[src/rtl/fp_mul_pipe.sv]
// Three-stage pipelined floating-point multiplier (unpack / normalise+round / pack), RNE rounding,
// valid/ready backpressure. Define INT_MODE_EN to add a signed half-width integer multiply path selected by mode.
module fp_mul_pipe #(
    parameter int EXP_W = 5,
    parameter int MAN_W = 10
) (
    input  logic                   clk,
    input  logic                   rst,
    input  logic                   in_valid,
    output logic                   in_ready,
    input  logic [EXP_W+MAN_W:0]   a,
    input  logic [EXP_W+MAN_W:0]   b,
    input  logic                   mode,
    output logic                   out_valid,
    input  logic                   out_ready,
    output logic [EXP_W+MAN_W:0]   result,
    output logic                   underflow,
    output logic                   overflow
);
    localparam int W  = 1 + EXP_W + MAN_W;
    localparam int PW = 2 * MAN_W + 2;
    localparam int EW = EXP_W + 2;
    localparam logic signed [EW-1:0] BIAS_S = EW'((1 << (EXP_W - 1)) - 1);
    localparam logic signed [EW-1:0] EMAX_S = EW'((1 << EXP_W) - 1);
    localparam logic signed [EW-1:0] ZERO_S = '0;
    localparam logic [EXP_W-1:0]     EXP_ONES = '1;

    logic stall;

    logic                 s1_valid_q, s1_sign_q, s1_nan_q, s1_inf_q, s1_zero_q;
    logic signed [EW-1:0] s1_e_q;
    logic [PW-1:0]        s1_prod_q;

    logic                 s2_valid_q, s2_sign_q, s2_nan_q, s2_inf_q, s2_zero_q;
    logic signed [EW-1:0] s2_e_q;
    logic [MAN_W+1:0]     s2_man_q;

    logic                 out_valid_q, underflow_q, overflow_q;
    logic [W-1:0]         result_q;

    logic [EXP_W-1:0]     ea, eb;
    logic [MAN_W-1:0]     ma, mb;
    logic                 a_zero, b_zero, a_inf, b_inf, a_nan, b_nan;
    logic                 s1_nan_d, s1_inf_d, s1_zero_d;
    logic signed [EW-1:0] s1_e_d;
    logic [PW-1:0]        s1_prod_d;

    logic [PW-1:0]        shifted;
    logic                 round_up;
    logic [MAN_W+1:0]     s2_man_d;
    logic signed [EW-1:0] s2_e_d;

    logic signed [EW-1:0] e_fin;
    logic [MAN_W-1:0]     frac;
    logic [W-1:0]         result_d;
    logic                 underflow_d, overflow_d;

    assign stall    = out_valid_q & ~out_ready;
    assign in_ready = ~stall;

    // Unpack: classify operands (denormals count as zero) and form the exact significand product.
    assign ea     = a[W-2:MAN_W];
    assign eb     = b[W-2:MAN_W];
    assign ma     = a[MAN_W-1:0];
    assign mb     = b[MAN_W-1:0];
    assign a_zero = (ea == '0);
    assign b_zero = (eb == '0);
    assign a_inf  = (ea == EXP_ONES) && (ma == '0);
    assign b_inf  = (eb == EXP_ONES) && (mb == '0);
    assign a_nan  = (ea == EXP_ONES) && (ma != '0);
    assign b_nan  = (eb == EXP_ONES) && (mb != '0);

    assign s1_nan_d  = a_nan | b_nan | (a_inf & b_zero) | (b_inf & a_zero);
    assign s1_inf_d  = (a_inf | b_inf) & ~s1_nan_d;
    assign s1_zero_d = (a_zero | b_zero) & ~s1_nan_d;
    assign s1_e_d    = $signed({2'b00, ea}) + $signed({2'b00, eb}) - BIAS_S;
    assign s1_prod_d = {{(MAN_W + 1){1'b0}}, 1'b1, ma} * {{(MAN_W + 1){1'b0}}, 1'b1, mb};

    // Normalise so the hidden bit sits at the top, then round to nearest even.
    assign shifted  = s1_prod_q[PW-1] ? s1_prod_q : (s1_prod_q << 1);
    assign round_up = shifted[MAN_W] & ((|shifted[MAN_W-1:0]) | shifted[MAN_W+1]);
    assign s2_man_d = {1'b0, shifted[PW-1:MAN_W+1]} + {{(MAN_W + 1){1'b0}}, round_up};
    assign s2_e_d   = s1_e_q + $signed({{(EW - 1){1'b0}}, s1_prod_q[PW-1]});

    assign e_fin = s2_e_q + $signed({{(EW - 1){1'b0}}, s2_man_q[MAN_W+1]});
    assign frac  = s2_man_q[MAN_W+1] ? s2_man_q[MAN_W:1] : s2_man_q[MAN_W-1:0];

`ifdef INT_MODE_EN
    localparam int H = W / 2;
    logic         s1_mode_q, s2_mode_q;
    logic [W-1:0] s1_int_q, s2_int_q, int_prod_d;

    // Sign-extended W-bit operands give an exact product because the true result fits in 2*H <= W bits.
    assign int_prod_d = {{(W - H){a[H-1]}}, a[H-1:0]} * {{(W - H){b[H-1]}}, b[H-1:0]};

    always_ff @(posedge clk or posedge rst) begin
        if (rst) begin
            s1_mode_q <= 1'b0;
            s1_int_q  <= '0;
            s2_mode_q <= 1'b0;
            s2_int_q  <= '0;
        end else if (!stall) begin
            s1_mode_q <= mode;
            s1_int_q  <= int_prod_d;
            s2_mode_q <= s1_mode_q;
            s2_int_q  <= s1_int_q;
        end
    end
`else
    logic unused_mode;
    assign unused_mode = mode;
`endif

    always_comb begin
        result_d    = {s2_sign_q, e_fin[EXP_W-1:0], frac};
        underflow_d = 1'b0;
        overflow_d  = 1'b0;
        if (s2_nan_q) begin
            result_d = {1'b0, EXP_ONES, 1'b1, {(MAN_W - 1){1'b0}}};
        end else if (s2_inf_q) begin
            result_d = {s2_sign_q, EXP_ONES, {MAN_W{1'b0}}};
        end else if (s2_zero_q) begin
            result_d = {s2_sign_q, {(W - 1){1'b0}}};
        end else if (e_fin >= EMAX_S) begin
            result_d   = {s2_sign_q, EXP_ONES, {MAN_W{1'b0}}};
            overflow_d = 1'b1;
        end else if (e_fin <= ZERO_S) begin
            result_d    = {s2_sign_q, {(W - 1){1'b0}}};
            underflow_d = 1'b1;
        end
`ifdef INT_MODE_EN
        if (s2_mode_q) begin
            result_d    = s2_int_q;
            underflow_d = 1'b0;
            overflow_d  = 1'b0;
        end
`endif
    end

    always_ff @(posedge clk or posedge rst) begin
        if (rst) begin
            s1_valid_q  <= 1'b0;
            s1_sign_q   <= 1'b0;
            s1_nan_q    <= 1'b0;
            s1_inf_q    <= 1'b0;
            s1_zero_q   <= 1'b0;
            s1_e_q      <= '0;
            s1_prod_q   <= '0;
            s2_valid_q  <= 1'b0;
            s2_sign_q   <= 1'b0;
            s2_nan_q    <= 1'b0;
            s2_inf_q    <= 1'b0;
            s2_zero_q   <= 1'b0;
            s2_e_q      <= '0;
            s2_man_q    <= '0;
            out_valid_q <= 1'b0;
            result_q    <= '0;
            underflow_q <= 1'b0;
            overflow_q  <= 1'b0;
        end else if (!stall) begin
            s1_valid_q  <= in_valid;
            s1_sign_q   <= a[W-1] ^ b[W-1];
            s1_nan_q    <= s1_nan_d;
            s1_inf_q    <= s1_inf_d;
            s1_zero_q   <= s1_zero_d;
            s1_e_q      <= s1_e_d;
            s1_prod_q   <= s1_prod_d;
            s2_valid_q  <= s1_valid_q;
            s2_sign_q   <= s1_sign_q;
            s2_nan_q    <= s1_nan_q;
            s2_inf_q    <= s1_inf_q;
            s2_zero_q   <= s1_zero_q;
            s2_e_q      <= s2_e_d;
            s2_man_q    <= s2_man_d;
            out_valid_q <= s2_valid_q;
            result_q    <= result_d;
            underflow_q <= underflow_d;
            overflow_q  <= overflow_d;
        end
    end

    assign out_valid = out_valid_q;
    assign result    = result_q;
    assign underflow = underflow_q;
    assign overflow  = overflow_q;

endmodule

[config.mk]
export PLATFORM = sky130hd
export DESIGN_NAME = fp_mul_pipe
export DESIGN_NICKNAME = d
export VERILOG_FILES = /design/src/rtl/fp_mul_pipe.sv
export SDC_FILE = /design/constraint.sdc
export NUM_CORES = 1
export LEC_CHECK = 0
export BUFFER_PORTS_ARGS = -buffer_cell sky130_fd_sc_hd__buf_2
export CAP_MARGIN = 20
export CORE_MARGIN = 4
export CORE_UTILIZATION = 40
export CTS_CLUSTER_DIAMETER = 100
export DETAILED_ROUTE_END_ITERATION = 12
export SYNTH_ARGS = -nofsm -noshare
export SYNTH_HDL_FRONTEND = slang
export SYNTH_SLANG_ARGS = --single-unit
[constraint.sdc]
create_clock -name clk -period 4.3 [get_ports clk]
set_input_delay 0.215 -clock clk [delete_from_list [all_inputs] [get_ports clk]]
set_output_delay 0.215 -clock clk [all_outputs]
set_load 0.02 [all_outputs]
Word level (Yosys, flattened, before mapping). Cells that the tools add are included.

Register bits: 77. Latch bits: 0. RAM bits: 0. Memory bits (read-only): 0. Output and inout bits: 20. Memories kept: 0.

Add/subtract/negate cells: 5. Multipliers: 1. Divide/modulo/power cells: 0. $lt $le $gt $ge: 2. Equal/unequal tests: 2. Shift-type cells: 0. Multiplexer cells: 16. Bitwise logic cells: 16. Reductions and logical operators: 11.

Operator list (count): 2-to-1 mux 15 bit (4); multiplier 11 x 11 -> 22 bit (1); 2-to-1 mux 22 bit (1); logical NOT 10 bit (2); nonzero test 10 bit (2); 2-to-1 mux 16 bit (1); adder 7 x 2 -> 7 bit (2); adder 11 x 1 -> 12 bit (1); == test 5 bit (second input constant) (2); logical NOT 5 bit (2); 2-to-1 mux 10 bit (1); OR reduction 10 bit (1); 2-to-1 mux 1 bit (9); greater-or-equal comparator 7 x 6 -> 1 bit (second input constant) (1); <= comparator 7 x 1 -> 1 bit (second input constant) (1); subtractor 6 x 4 -> 7 bit (second input constant) (1); adder 5 x 5 -> 6 bit (1); bitwise AND 1 bit (6); bitwise OR 1 bit (6); logical AND 1 bit (4); inverter 1 bit (3); XOR 1 bit (1).

Longest topological paths before layout. Gate-level depths: netlist (run 1).

Depth in word-level cells: 7. Mapped depth: 19. Gate-level depth less buffers: 18.

Worst setup path before layout (run 1). No wires, ideal clock.

Path kind: input-to-reg. Start: input b[4]. End: register s1_prod_q[12]. Arrival: 4.909 ns. Required time: 4.180 ns. Path slack: -0.729 ns. Cell stages on the path: 19. Buffers on the path: 1. Path through: clkbuf_1 nand2_1 fa_1 inv_1 fa_1 inv_1 fa_1 inv_1 fa_1 inv_1 fa_1 inv_1 ha_1 a21oi_1 a21boi_0 a21boi_1 o21a_1 or3_2 a31o_2.

Word-level cells in the longest chain between the ends: 1.

RTL lines: start: declaration (line 12) `input logic [EXP_W+MAN_W:0] b,`; multiplier 11 x 11 -> 22 bit (line 77) `assign s1_prod_d = {{(MAN_W + 1){1'b0}}, 1'b1, ma} * {{(MAN_W + 1){1'b0}}, 1'b1, mb};`; end signal: assignment (line 167) `s1_prod_q <= s1_prod_d;`; end: declaration (line 32) `logic [PW-1:0] s1_prod_q;`.

No other way between the ends. A chain may end at the register's enable or synchronous reset.

Final worst setup path (run 1).
Start: input a[7]. End: register s1_prod_q[17].

Word-level cells in the longest chain between the ends: 1.

RTL lines: start: declaration (line 11) `input logic [EXP_W+MAN_W:0] a,`; multiplier 11 x 11 -> 22 bit (line 77).

No other way between the ends.

==> results of run 1 <==
==> power breakdown <==
part / internal [mW] / switching, mW
Sequential: 1.05 / 0.281
Combinational: 2.52 / 2.53
Clock: 0.463 / 0.279
==> metrics by stage <==
step / utilization [%] / area [um^2] / power (mW) / setup slack (ns)
4_1_cts: 48.7 / 9550 / 6.99 / -0.0201
3_3_place_gp: 47.0 / 9200 / 6.09 / -0.353
6_report: 49.6 / 9710 / 7.12 / -0.00892
5_1_grt: 49.6 / 9710 / 7.90 / -0.140
2_1_floorplan: - / 8330 / 4.72 / -0.207
3_5_place_dp: 47.0 / 9200 / 6.17 / -0.396
==> cell families (layout without fill, tap and decap cells) <==
family	Yosys count	count (layout)	synth area share [%]
DFF	77	77	24.1
xor gates and xnor gates	29	29	3.17
and+or+nand+nor	310	310	17.8
buffers and inverters	171	285	8.05
muxes	21	21	2.83
adders and majority gates	155	155	31.8
AOI/OAI and AO/OA	150	150	12.3
==> state kept, by name, indices dropped and copies added (netlist names), 7 cells and up <==
| name | flops |
|---|---|
| s2_e_q | 7 |
| result | 16 |
| s2_man_q | 12 |
| s1_e_q | 7 |
| s1_prod_q | 22 |
==> worst max-delay path, cell delays in order <==
cell      delay [ns]
buf_12          0.12
buf_6           0.11
and2_4          0.12
fa_1            0.48
fa_1            0.55
fa_1            0.44
fa_1            0.53
inv_2           0.04
fa_1            0.52
inv_2           0.05
ha_4            0.15
or3_4           0.32
a32o_2          0.29
a311oi_4        0.29
xor2_1          0.20
o21ai_1         0.07
==> cells in the final DEF (no fill, tap or decap), drive strengths merged, types with 6 or more instances in the layout <==
cell type  netlist  routed
ha              74      74
nand3           12      12
o31ai            7       7
inv            128     128
a31oi            7       7
nor3             9       9
a21oi           43      43
and2            32      32
xnor2           13      13
dfrtp           77      77
o21ai           38      38
nor4             6       6
nor2b            7       7
a32o            10      10
nand2          157     157
mux2            13      13
xor2            16      16
or3              6       6
buf              9     138
mux2i            8       8
nand2b           7       7
clkbuf          33      13
fa              81      81
nor2            54      54
==> area by class of cell <==
type,instances,area [um^2]
clock buffers,12,246
flip-flops and latches,77,1930
inverters,129,487
repair buffers,140,1020
well taps,265,332
fillers,1895,9880
multi-input cells,665,5650
clock inverters,4,47.5
==> per-layer routing <==
| layer | vias up | wire length [um] |
|---|---|---|
| li1 | 3206 | - |
| met1 | 2990 | 8540 |
| met2 | 79 | 8420 |
| met3 | 9 | 424 |
| met4 | 0 | 121 |
| met5 | - | 0 |
==> final timing paths <==
check	endpoint	slack, ns	cells after the start
min	s1_valid_q$_DFFE_PP0N_	0.13	3
max in group asynchronous	s1_prod_q[1]$_DFFE_PP0N_	2.91	5
max	s1_prod_q[17]$_DFFE_PP0N_	-0.009	16
min reg2reg	s2_valid_q$_DFFE_PP0N_	0.46	2
max reg2reg	s2_man_q[8]$_DFFE_PP0N_	1.50	12
min in group asynchronous	result[3]$_DFFE_PP0N_	0.45	3
==> synthesized netlist by cell type, types with 2 or more instances <==
master,number
a211o_1,2
a211oi_1,5
a21boi_0,2
a21o_1,5
a21oi_1,43
a22o_1,2
a31oi_1,7
a32o_1,10
a41o_1,2
and2_1,32
and3_1,4
and4_1,2
buf_1,7
buf_2,2
clkbuf_1,33
dfrtp_1,77
fa_1,81
ha_1,74
inv_1,127
mux2_2,13
mux2i_1,8
nand2_1,157
nand2b_1,7
nand3_1,11
nand3b_1,2
nand4_1,5
nand4b_1,2
nor2_1,53
nor2b_1,7
nor3_1,9
nor3b_1,2
nor4_1,6
o211ai_1,5
o21a_1,5
o21ai_0,38
o22a_1,4
o22ai_1,2
o31ai_1,7
or3_1,4
or4_1,2
xnor2_1,13
xor2_1,16
==> what timing repair did <==
item                                   4_1_cts  5_1_grt
endpoints found under the hold margin        0       20
setup endpoints to repair                    4       10
pin swaps                                   10       26
hold buffers                                 0        1
resized for setup                           15       41
setup buffers                                3        1
==> metrics, run 1 <==
status=finished with violations; failing checks=setup timing; worst hold path type=in -> reg; Syn. warnings=0; Synth area leaders=dfrtp_1, fa_1, ha_1; final worst setup slack=-0.00892 ns; GR Layer Usage met3=1.45%; Max Fclk=0.232 GHz; H-tree depth=3; vias=6,284; CP Capture Type=flip-flop; Clock Pin Slew Worst Setup and Hold Paths=0.06 ns; GR Util met1=23.1%; row cnt=51; Synth Register Bits=77; final hold violation count=0; DR iter-0 viols=188; Worst-Skew Late Latency=0.33 ns; chip height=149 um; number of global-route vias before repair=6,352; I/O Buffers=55; ys flop type=dfrtp_1; Boundary Pins=57; Die ar.=22,300 um^2; pwr dens=733 nW/um^2; # DRC=0; number of enable flip-flop cells after synthesis=0; area delta synth->final=21.3%; post-synthesis cell type count=60; final setup fails=2; largest net degree at the start of global routing=53; first-pass GRT wire length=30,400 um; dpl cells=1,270; crit path max fanout=7; GR Overflow Total=0; Sink Count=77; r2r startpoint=s1_prod_q[5]$_DFFE_PP0N_; CTS tree=done; initial antenna violation count=0; clock tree buffer depth=2; Slew Viols, Final=0; minimum period implied by the final worst setup slack=4.31 ns; Post-Syn Area per Cell=8.77 um^2; DPL Wire Length=14,200 um; Tcrit/Tclk final=100%; P_leak=4.79 nW; max_slew headroom=43.9%; Root Buffer=clkbuf_16; arrival time worst endpoint=4.49 ns; worst slew pin tran=0.839 ns; share of cells above drive strength 1=21.9%; GRT busiest layer=met2; fin cells=1,292; Core Area=19,600 um^2; crit path from=a[7]; nature of the critical path startpoint=primary input; Syn Inst Count=913; setup TNS=-0.0165 ns; RSZ-0062 raised after global routing=yes; hold path startpoint=in_valid; Initial Util=40.9%; ys async rst share=100%; Synthesized Nets=1,105; Fin Clk Skew=0.00520 ns; M2 GR Usage=28.3%; MaxCap Viol Count=0; critical path required time=4.48 ns; gr usage total=16.5%; TritonRoute pass-1 iters=4; WL per Instance=13.5 um; # nets final=1,214; area leader, netlist=dfrtp_1; hold slack=0.129 ns; placer congestion estimate=0.820; Synth top area share=24.1%; total CTS buffers=9; cell area after synthesis=8010 um^2; Die W=149 um; Post-DRT Antenna Nets=0; kind of critical path=in -> reg; final wirelength=17,500 um; register area share after synthesis=24.1%; diode count=0; via/cell ratio=4.86; Peak supply drop=0.000512 V
(Power assumes the default switching activity.)
==> inputs of run 2 (changes only) <==
--- a/config.mk
+++ b/config.mk
@@ -5,12 +5,13 @@
 export SDC_FILE = /design/constraint.sdc
 export NUM_CORES = 1
 export LEC_CHECK = 0
-export BUFFER_PORTS_ARGS = -buffer_cell sky130_fd_sc_hd__buf_2
 export CAP_MARGIN = 20
 export CORE_MARGIN = 4
 export CORE_UTILIZATION = 40
+export CTS_BUF_LIST = sky130_fd_sc_hd__clkbuf_8
 export CTS_CLUSTER_DIAMETER = 100
 export DETAILED_ROUTE_END_ITERATION = 12
+export DONT_BUFFER_PORTS = 1
 export SYNTH_ARGS = -nofsm -noshare
 export SYNTH_HDL_FRONTEND = slang
 export SYNTH_SLANG_ARGS = --single-unit
==> metrics, run 2 (synthesis gave the netlist of run 1 again) <==
share of cells above drive strength 1=11.6%; MaxCap Viol Count=0; # DRC=0; clock tree buffer depth=2; TritonRoute pass-1 iters=4; status=complete, no violations; gr usage total=15.9%; via/cell ratio=4.99; DR iter-0 viols=178; diode count=0; Slew Viols, Final=0; GR Overflow Total=0; final core utilization=45.1%; vias=5,951; GR Util met1=22.6%; combinational power share=68.9%; Max Fclk=0.244 GHz; P_sw=2.86 mW; minimum period implied by the final worst setup slack=4.10 ns; area delta synth->final=10.4%; Root Buffer=clkbuf_8; pwr dens=727 nW/um^2; max_slew headroom=44.9%; Core Area=19,600 um^2; total CTS buffers=9; number of global-route vias before repair=5,986; Crit path top cell by count=fa_1; Sw Ratio=44.5%; critical path required time=4.54 ns; Slowest Stage Delay on Critical Path=0.56 ns; Fin Clk Skew=0.00742 ns; row cnt=51; GR Layer Usage met3=2.63%; Tcrit/Tclk final=95.4%; Initial Util=40.9%; fin cells=1,193; post-route design area=8840 um^2; nature of the critical path startpoint=primary input; CTS tree=done; WL per Instance=14.1 um; most flop-heavy register=s1_prod_q; worst hold path type=in -> reg; I/O Buffers=0; hold slack=0.108 ns; placer congestion estimate=0.870; DP Area=8610 um^2; Post-CTS Setup Inserts=0; Peak supply drop=0.000405 V; final setup fails=0; DPL Wire Length=13,400 um; # nets final=1,115; Place WS=-0.187 ns; crit path max fanout=8; kind of critical path=in -> reg; M2 GR Usage=26.0%; worst slew pin tran=0.827 ns; clock share of power=8.8%; final worst setup slack=0.196 ns; final hold violation count=0; largest net degree at the start of global routing=88; crit path max-delay cell type=fa_1; Boundary Pins=57; first-pass GRT wire length=29,400 um; initial antenna violation count=0; commonest non-fill, non-tap cell in the layout=nand2_1; GRT busiest layer=met2; Final Power=6.43 mW; cells along the critical path=inv_1, nor2_1, fa_1, inv_1, fa_1, fa_1, fa_1, fa_1, inv_1, ha_4, a21oi_2, nand2_1, o21a_2, a311oi_4, nor3_1, a211o_1; chip height=149 um; P_leak=4.28 nW; Sink Count=77; dpl cells=1,175; setup TNS=0 ns; arrival time worst endpoint=4.34 ns; most frequent cells in the layout=nand2_1, inv_1, fa_1; Worst-Skew Late Latency=0.35 ns; H-tree depth=3; final wirelength=16,800 um; max FFs per register=22; Reg power frac=22.3%; Clock Pin Slew Worst Setup and Hold Paths=0.08 ns; CP Capture Type=flip-flop; Die ar.=22,300 um^2; Post-DRT Antenna Nets=0; Die W=149 um; Int Pwr=3.57 mW
## run 2: power by group through the flow
stage / sequential [mW] / combinational [mW] / clock, mW
floorplan: 1.32 / 3.40 / 0
global placement: 1.44 / 4.41 / 0
detailed placement: 1.45 / 4.43 / 0
CTS: 1.44 / 4.47 / 0.587
global route: 1.49 / 5.09 / 0.615
finish: 1.43 / 4.43 / 0.567
## run 2: routing by layer
layer  vias to the layer above  wire (um)
li1                       3013          -
met5                         -          0
met3                         6        653
met1                      2826       8310
met4                         0         89
met2                       106       7780
## run 2: critical path: cells and delay by family
kind | cells | cell delay (ns)
adders and majority gates | 6 | 2.80
AOI/OAI and AO/OA | 4 | 0.88
and+or+nand+nor | 3 | 0.24
buffers and inverters | 3 | 0.20
## run 2: final cells by class
cell class / instances / area, um^2
Fill cell: 1996 / 10700
Tap cell: 265 / 332
Clock inverter: 5 / 58.8
Inverter: 129 / 485
Clock buffer: 11 / 151
Multi-Input combinational cell: 665 / 5580
Sequential cell: 77 / 1930
Timing Repair Buffer: 41 / 313
## run 2: repair_timing
action / 4_1_cts / 5_1_grt
setup endpoints to repair: 0 / 3
endpoints found under the hold margin: 12 / 0
resized for setup: 0 / 2
hold buffers: 2 / 0
## run 2: worst paths after layout
kind,start,end,slack (ns),depth (start not counted)
max in group asynchronous,rst,s2_man_q[4]$_DFFE_PP0N_,3.02,3
setup / recovery,b[7],s1_prod_q[21]$_DFFE_PP0N_,0.20,16
hold reg to reg,s1_inf_q$_DFFE_PP0N_,s2_inf_q$_DFFE_PP0N_,0.47,2
hold / removal,b[14],s1_zero_q$_DFFE_PP0N_,0.11,3
setup reg to reg,s1_prod_q[5]$_DFFE_PP0N_,s2_man_q[10]$_DFFE_PP0N_,1.50,11
min in group asynchronous,rst,underflow$_DFFE_PP0N_,0.22,2
==> inputs of run 3 (changes only) <==
--- a/config.mk
+++ b/config.mk
@@ -6,7 +6,8 @@
 export NUM_CORES = 1
 export LEC_CHECK = 0
 export CAP_MARGIN = 20
-export CORE_MARGIN = 4
+export CORE_ASPECT_RATIO = 0.6
+export CORE_MARGIN = 2
 export CORE_UTILIZATION = 40
 export CTS_BUF_LIST = sky130_fd_sc_hd__clkbuf_8
 export CTS_CLUSTER_DIAMETER = 100
==> metrics, run 3 (synthesis gave the netlist of run 1 again) <==
Sw Ratio=45.4%; Root Buffer=clkbuf_8; P_sw=2.98 mW; placer congestion estimate=0.852; initial antenna violation count=0; # DRC=0; row cnt=40; largest net degree at the start of global routing=88; worst slew pin tran=0.830 ns; fin cells=1,206; combinational power share=70.2%; vias=6,176; final worst setup slack=0.162 ns; Post-CTS Setup Inserts=0; setup TNS=0 ns; Die W=187 um; crit path max fanout=8; Peak supply drop=0.000458 V; number of global-route vias before repair=5,931; Worst-Skew Late Latency=0.36 ns; WL per Instance=15.1 um; Reg power frac=22.1%; final core utilization=44.7%; commonest non-fill, non-tap cell in the layout=nand2_1; Slew Viols, Final=0; minimum period implied by the final worst setup slack=4.14 ns; Top delay family on crit path=adder cells; clock tree buffer depth=2; kind of critical path=in -> reg; Die ar.=21,200 um^2; Place WS=-0.229 ns; most flop-heavy register=s1_prod_q; Max Fclk=0.242 GHz; Fin Clk Skew=0.0112 ns; Sink Count=77; Boundary Pins=57; area delta synth->final=10.7%; H-tree depth=3; total CTS buffers=9; status=complete, no violations; final setup fails=0; Crit path top cell by count=fa_1; CTS tree=done; max FFs per register=22; Core Area=19,800 um^2; CP Capture Type=flip-flop; GR Overflow Total=0; critical path required time=4.55 ns; pwr dens=740 nW/um^2; RSZ-0062 raised after global routing=no; chip height=114 um; DR iter-0 viols=410; share of cells above drive strength 1=12.1%; Slowest Stage Delay on Critical Path=0.56 ns; I/O Buffers=0; TritonRoute pass-1 iters=4; max_slew headroom=44.7%; Tcrit/Tclk final=96.2%; WP buf/inv=3; gr usage total=18.4%; MaxCap Viol Count=0; DPL Wire Length=14,800 um; final wirelength=18,300 um; worst hold path type=in -> reg; Int Pwr=3.58 mW; final hold violation count=0; diode count=0; via/cell ratio=5.12; Clock Pin Slew Worst Setup and Hold Paths=0.09 ns; Post-DRT Antenna Nets=0; arrival time worst endpoint=4.39 ns; crit path max-delay cell type=fa_1; clock share of power=7.7%; first-pass GRT wire length=31,400 um; cells along the critical path=inv_1, nor2_1, fa_1, inv_1, fa_1, fa_1, fa_1, fa_1, inv_1, ha_4, a21oi_4, nand2_1, o21a_2, a311oi_4, nor3_1, a211o_1; Initial Util=40.4%; dpl cells=1,188; most frequent cells in the layout=nand2_1, inv_1, fa_1; P_leak=4.29 nW; # nets final=1,120; nature of the critical path startpoint=primary input
## run 3: cell types whose count changed in the layout (fill, tap and decap cells not counted), sizes merged
cell / previous run / this run
buf: 39 / 44
bufinv: 1 / 0
clkinv: 4 / 6
clkbuf: 11 / 10
## run 3: final timing paths
check	from	end	slack (ns)	cells past startpoint
max	b[7]	s1_prod_q[21]$_DFFE_PP0N_	0.16	16
min in group asynchronous	rst	s2_man_q[1]$_DFFE_PP0N_	0.36	2
max in group asynchronous	rst	s2_e_q[6]$_DFFE_PP0N_	2.92	3
min	a[15]	s1_sign_q$_DFFE_PP0N_	0.07	2
max reg2reg	s1_prod_q[5]$_DFFE_PP0N_	s2_man_q[10]$_DFFE_PP0N_	1.45	11
min reg2reg	s2_valid_q$_DFFE_PP0N_	out_valid$_DFFE_PP0N_	0.47	1
## run 3: layer usage
layer	track usage [%]	vias to the layer above	routed length [um]
met5	0	-	0
met4	2.54	0	106
met3	4.06	12	954
met2	23.7	119	6980
met1	30.7	3027	10200
li1	-	3018	-
## run 3: power by group through the flow
stage | registers [mW] | clock network [mW] | logic (mW)
after floorplan | 1.32 | 0 | 3.40
after global placement | 1.46 | 0 | 4.54
after detailed placement | 1.47 | 0 | 4.58
after CTS | 1.45 | 0.517 | 4.61
after global routing | 1.50 | 0.557 | 5.23
final | 1.45 | 0.503 | 4.60
## run 3: stage by stage
step / hold WS, ns / total power [mW] / instance area [um^2]
CTS: 0.0559 / 6.58 / 8850
global placement: 0.155 / 6.00 / 8660
detailed placement: 0.163 / 6.05 / 8660
finish: 0.0692 / 6.56 / 8860
global route: 0.0765 / 7.30 / 8860
floorplan: 0.327 / 4.72 / 8330
## run 3: final cells by class
class / count / area (um^2)
well taps: 273 / 342
fillers: 1999 / 11000
repair buffers: 46 / 350
clock buffers: 10 / 138
multi-input cells: 665 / 5580
clock inverters: 6 / 38.8
inverters: 129 / 485
flip-flops and latches: 77 / 1930
## run 3: timing repair
action,CTS,global route
hold buffers,2,0
resized for setup,0,3
endpoints found under the setup margin,0,3
hold endpoints to repair,29,0
